[config.mk]
export PLATFORM = sky130hd
export DESIGN_NAME = bullet_engine
export DESIGN_NICKNAME = d
export VERILOG_FILES = /design/src/rtl/bullet_engine.sv
export SDC_FILE = /design/constraint.sdc
export NUM_CORES = 1
export LEC_CHECK = 0
export CAP_MARGIN = 20
export CELL_PAD_IN_SITES_DETAIL_PLACEMENT = 1
export CELL_PAD_IN_SITES_GLOBAL_PLACEMENT = 1
export CORE_MARGIN = 2
export CORE_UTILIZATION = 38
export DETAILED_ROUTE_END_ITERATION = 10
export GPL_TIMING_DRIVEN = 1
export PLACE_DENSITY_LB_ADDON = 0.1
export SLEW_MARGIN = 20
export SYNTH_ARGS = -nofsm -noshare
export SYNTH_HDL_FRONTEND = slang
export SYNTH_SLANG_ARGS = --single-unit
[constraint.sdc]
create_clock -name clk -period 3.6 [get_ports clk]
set_input_delay 0.54 -clock clk [delete_from_list [all_inputs] [get_ports clk]]
set_output_delay 0.54 -clock clk [all_outputs]
set_load 0.01 [all_outputs]
[src/rtl/bullet_engine.sv]
// Bullet slot manager feeding the VGA bullet layer: spawns at the ship nose on fire,
// advances every live bullet once per frame and retires those that leave the screen.
module bullet_engine #(
  parameter int unsigned MAX_BULLETS     = 5,
  parameter int unsigned SHIP_WIDTH      = 40,
  parameter int unsigned SHIP_HEIGHT     = 30,
  parameter int unsigned BULLET_SIZE     = 4,
  parameter int unsigned SPEED           = 8,
  parameter int unsigned H_LIMIT         = 1280,
  parameter int unsigned COOLDOWN_FRAMES = 6
) (
  input  logic                        clk,
  input  logic                        reset,
  input  logic                        frame_tick,
  input  logic                        fire,
  input  logic [10:0]                 ship_x,
  input  logic [9:0]                  ship_y,
  output logic [11*MAX_BULLETS-1:0]   bullet_x,
  output logic [10*MAX_BULLETS-1:0]   bullet_y,
  output logic [MAX_BULLETS-1:0]      bullet_active,
  output logic                        busy,
  output logic                        fire_dropped
);

  localparam int unsigned X_W   = 11;
  localparam int unsigned Y_W   = 10;
  localparam int unsigned SUM_W = 12;
  localparam int unsigned IDX_W = (MAX_BULLETS > 1) ? $clog2(MAX_BULLETS) : 1;
  localparam int unsigned CD_W  = (COOLDOWN_FRAMES > 0) ? $clog2(COOLDOWN_FRAMES + 1) : 1;

  localparam logic [SUM_W-1:0] LIMIT    = SUM_W'(H_LIMIT);
  localparam logic [IDX_W-1:0] LAST_IDX = IDX_W'(MAX_BULLETS - 1);

  typedef enum logic [1:0] {
    S_IDLE,
    S_UPDATE,
    S_SPAWN
  } state_t;

  state_t                 state_q, state_d;
  logic [IDX_W-1:0]       idx_q, idx_d;
  logic [X_W-1:0]         x_q [MAX_BULLETS];
  logic [X_W-1:0]         x_d [MAX_BULLETS];
  logic [Y_W-1:0]         y_q [MAX_BULLETS];
  logic [Y_W-1:0]         y_d [MAX_BULLETS];
  logic [MAX_BULLETS-1:0] act_q, act_d;
  logic [CD_W-1:0]        cool_q, cool_d;
  logic                   fire_pend_q, fire_pend_d;
  logic                   tick_pend_q, tick_pend_d;
  logic                   busy_q, busy_d;
  logic                   drop_q, drop_d;

  logic                   tick_clr, fire_clr;
  logic [SUM_W-1:0]       adv_sum, spawn_sum;
  logic [Y_W-1:0]         spawn_y;
  logic [IDX_W-1:0]       free_idx;
  logic                   free_found;

  // Datapath arithmetic for the slot under sweep and for a spawn at the ship nose
  assign adv_sum   = {1'b0, x_q[idx_q]} + SUM_W'(SPEED);
  assign spawn_sum = {1'b0, ship_x} + SUM_W'(SHIP_WIDTH);
  assign spawn_y   = ship_y + Y_W'(SHIP_HEIGHT / 2) - Y_W'(BULLET_SIZE / 2);

  // Lowest-index free slot (scan from the top so the lowest match wins)
  always_comb begin
    free_found = 1'b0;
    free_idx   = '0;
    for (int i = int'(MAX_BULLETS) - 1; i >= 0; i--) begin
      if (!act_q[i]) begin
        free_found = 1'b1;
        free_idx   = IDX_W'(i);
      end
    end
  end

  // Next-state and next-register values
  always_comb begin
    state_d  = state_q;
    idx_d    = idx_q;
    x_d      = x_q;
    y_d      = y_q;
    act_d    = act_q;
    cool_d   = cool_q;
    drop_d   = 1'b0;
    tick_clr = 1'b0;
    fire_clr = 1'b0;

    case (state_q)
      S_IDLE: begin
        if (tick_pend_q) begin
          tick_clr = 1'b1;
          if (cool_q != '0) cool_d = cool_q - CD_W'(1);
          idx_d   = '0;
          state_d = S_UPDATE;
        end else if (fire_pend_q && (cool_q == '0)) begin
          state_d = S_SPAWN;
        end
      end

      S_UPDATE: begin
        if (act_q[idx_q]) begin
          if (adv_sum >= LIMIT) act_d[idx_q] = 1'b0;
          else                  x_d[idx_q]   = adv_sum[X_W-1:0];
        end
        if (idx_q == LAST_IDX) state_d = S_IDLE;
        else                   idx_d   = idx_q + IDX_W'(1);
      end

      S_SPAWN: begin
        fire_clr = 1'b1;
        state_d  = S_IDLE;
        if (!free_found) begin
          drop_d = 1'b1;
        end else if (spawn_sum < LIMIT) begin
          // A nose position past the right edge silently skips the spawn
          x_d[free_idx]   = spawn_sum[X_W-1:0];
          y_d[free_idx]   = spawn_y;
          act_d[free_idx] = 1'b1;
          cool_d          = CD_W'(COOLDOWN_FRAMES);
        end
      end

      default: state_d = S_IDLE;
    endcase

    // A pulse arriving in the clearing cycle re-arms the flag
    tick_pend_d = (tick_pend_q & ~tick_clr) | frame_tick;
    fire_pend_d = (fire_pend_q & ~fire_clr) | fire;
    busy_d      = (state_d == S_UPDATE);
  end

  always_ff @(posedge clk) begin
    if (reset) begin
      state_q     <= S_IDLE;
      idx_q       <= '0;
      act_q       <= '0;
      cool_q      <= '0;
      fire_pend_q <= 1'b0;
      tick_pend_q <= 1'b0;
      busy_q      <= 1'b0;
      drop_q      <= 1'b0;
      for (int i = 0; i < int'(MAX_BULLETS); i++) begin
        x_q[i] <= '0;
        y_q[i] <= '0;
      end
    end else begin
      state_q     <= state_d;
      idx_q       <= idx_d;
      act_q       <= act_d;
      cool_q      <= cool_d;
      fire_pend_q <= fire_pend_d;
      tick_pend_q <= tick_pend_d;
      busy_q      <= busy_d;
      drop_q      <= drop_d;
      x_q         <= x_d;
      y_q         <= y_d;
    end
  end

  for (genvar g = 0; g < int'(MAX_BULLETS); g++) begin : g_pack
    assign bullet_x[X_W*g +: X_W] = x_q[g];
    assign bullet_y[Y_W*g +: Y_W] = y_q[g];
  end

  assign bullet_active = act_q;
  assign busy          = busy_q;
  assign fire_dropped  = drop_q;

endmodule

==> results <==
[final cells by class]
type / count / area, um2 / share of cell area
multi-input cells: 504 / 3580 / 0.411
well taps: 220 / 275 / 0.0316
clock buffers: 19 / 443 / 0.0509
clock inverters: 13 / 215 / 0.0247
repair buffers: 174 / 1640 / 0.189
inverters: 28 / 105 / 0.0121
flip-flops and latches: 122 / 2440 / 0.280
[registers in the layout, summed over array words and instances, names as in the netlist]
name	count
state_q	2
idx_q	3
tick_pend_q	1
fire_dropped	1
cool_q	3
bullet_active	5
busy	1
bullet_x	55
bullet_y	50
fire_pend_q	1
[worst max-delay path: stages (launching register included)]
cell and delay, ns:
dfxtp_1 0.62, mux2i_1 0.31, o22ai_1 0.15, or2_2 0.30
ha_1 0.25, a21oi_1 0.13, o21ai_0 0.13, nor4_1 0.41
a31oi_4 0.27, buf_4 0.29, and3_4 0.23, a211oi_2 0.19
[power by group through the flow]
| stage | logic (uW) | clock network (uW) | registers, uW |
|---|---|---|---|
| 2_1_floorplan | 251 | 0 | 1430 |
| 3_3_place_gp | 408 | 0 | 1430 |
| 3_5_place_dp | 420 | 0 | 1430 |
| 4_1_cts | 424 | 1950 | 1400 |
| 5_1_grt | 458 | 2000 | 1410 |
| 6_report | 429 | 1920 | 1400 |
[per-layer routing]
layer,wire length [um],vias to the layer above,GRT usage
li1,-,2927,-
met1,10200,3164,0.349
met2,11600,313,0.451
met3,1830,75,0.0654
met4,912,0,0.131
met5,0,-,0
[logic make-up after synthesis]
family | synth area share
flip-flops | 0.384
adder cells (fa/ha/maj) | 0.0138
AO/OA/AOI/OAI | 0.298
buffers and inverters | 0.0566
AND/OR/NAND/NOR | 0.155
XOR/XNOR | 0.0289
multiplexers | 0.0637
[cells in the mapped netlist (2+ instances only)]
library cell	instances	area [um2]
dfxtp_1	122	2440
nor2_1	90	338
a211oi_1	54	405
a31oi_1	40	250
nand2_1	35	131
a21oi_1	27	135
clkbuf_1	27	101
inv_1	27	101
mux2i_1	27	270
o21ai_0	21	105
a211oi_2	20	250
a22oi_1	20	150
a221oi_2	18	270
buf_2	15	75.1
nor3_1	14	70.1
xnor2_1	14	123
o22ai_1	13	81.3
nand3b_1	9	67.6
and3_1	7	43.8
ha_1	7	87.6
nand3_1	7	35.0
xor2_1	7	61.3
mux2_2	6	67.6
nand2b_1	6	37.5
nand4_1	5	31.3
nor2b_1	5	31.3
buf_6	4	45.0
nor4_1	4	25.0
o22a_1	4	35.0
a311oi_1	3	26.3
and3_4	3	33.8
buf_1	3	11.3
buf_4	3	22.5
mux4_2	3	67.6
nand3_2	3	30.0
nor3b_1	3	22.5
a32o_1	2	20.0
o22ai_2	2	25.0
or2_2	2	12.5
[final timing paths]
check | endpoint | cells after the start
setup / recovery | bullet_x[41]$_SDFFE_PP0P_ | 11
hold / removal | bullet_x[33]$_SDFFE_PP0P_ | 2
setup reg to reg | bullet_x[41]$_SDFFE_PP0P_ | 11
hold reg to reg | bullet_x[33]$_SDFFE_PP0P_ | 2
[per-stage QoR]
stage               cell area (um2)  worst slack (ns)  std cells  hold WS (ns)
floorplan                      6360             0.848        706         0.439
global placement               8050             0.179       1048         0.457
detailed placement             8050            0.0460       1048         0.470
CTS                            8710             0.280       1080         0.487
global route                   8710            0.0441       1080         0.502
finish                         8710             0.226       1080         0.480
==> flow_summary.json <==
{
  "firstDrtPassIters": 5,
  "clkSlewWorstSetupHoldPaths_ns": 0.06,
  "skew_ns": 0.00802,
  "synthFlopType": "dfxtp_1",
  "boundaryPins": 137,
  "criticalPathCategory": "reg -> reg",
  "drive_gt1_frac": 0.159,
  "ctsResizeCount": 0,
  "fp-row-count": 47,
  "netlist_area_mm2": 0.00636,
  "synth_area_per_cell_um2": 9.02,
  "synth_edf_count": 0,
  "ys_ff_latch": 122,
  "syn-num-nets": 738,
  "hold_viol": 0,
  "cts_buffer_depth": 2,
  "pwr-share-seq": 0.374,
  "cts_tree": "yes",
  "period_minus_slack_ns": 3.37,
  "core-area_mm2": 0.0165,
  "ys_warn_count": 0,
  "antenna_found_initial": 0,
  "crit_path_max_fanout": 21,
  "insertedDiodeCount": 0,
  "drcViolationCount": 0,
  "final.setup.tns_ns": 0,
  "grt_pass1_wl_mm": 38.4,
  "p_switching_uw": 966,
  "root_buffer": "clkbuf_16",
  "fin_util": 0.529,
  "via_per_inst": 6.00,
  "slew_viol_final": 0,
  "power_uw": 3760,
  "hold_path.startpoint": "bullet_x[33]$_SDFFE_PP0P_",
  "dp.final_hpwl_mm": 17.8,
  "cts_hold_buf": 0,
  "holdCritPathClass": "reg -> reg",
  "die_h_um": 133,
  "clockPowerShare": 0.512,
  "maxCapViolations": 0,
  "portBuffers": 136,
  "nFillCells": 1897,
  "drtIter0Drc": 576,
  "clk_latency_ns": 0.43,
  "vdd_ir_drop_max_mv": 0.354,
  "r2r_setup_slack_ns": 0.23,
  "crit_arrival_ns": 3.71,
  "detail-route-antenna-nets": 0,
  "die_area_mm2": 0.0178,
  "syn-instance-count": 706,
  "power.density_mw_per_mm2": 431,
  "clock-sinks": 122,
  "post_cts_buffers": 0,
  "grt_pass1_vias": 6716,
  "finalSetupViolCount": 0,
  "cp-end-kind": "flop",
  "start_util": 0.387,
  "die_w_um": 133,
  "grt_use_total": 0.277,
  "h-tree-depth": 4,
  "synth_cell_types": 63,
  "layout_commonest_cell": "clkdlybuf4s50_1",
  "finalNetCount": 879,
  "required_ns": 3.94,
  "finalWirelength_mm": 24.6,
  "p_leak_uw": 0.00278,
  "worstSetupStartpoint": "idx_q[2]$_SDFFE_PP0P_",
  "status": "completed",
  "grt_max_degree": 39,
  "rsz0062_at_grt": "false",
  "syn2layout_area_growth_pct": 36.8,
  "combPwrFrac": 0.114,
  "worst_pin_slew_ns": 1.16,
  "p_int_uw": 2790,
  "async_flop_share": 0,
  "wl_per_cell_um": 22.8,
  "r2r_start": "idx_q[2]$_SDFFE_PP0P_",
  "critPathLaunchType": "flop",
  "fmax_mhz": 296,
  "switching_share": 0.257,
  "gp_congestion": 0.934,
  "slew-limit-headroom": 0.222,
  "cts_made_buffers": 17,
  "overflow": 0,
  "vias": 6479,
  "period_share": 0.937,
  "mostFrequentLayoutCells": "clkdlybuf4s50_1, dfxtp_1, nor2_1",
  "yosysSeqAreaShare": 0.384
}
Power figures use the tool's default switching activity.
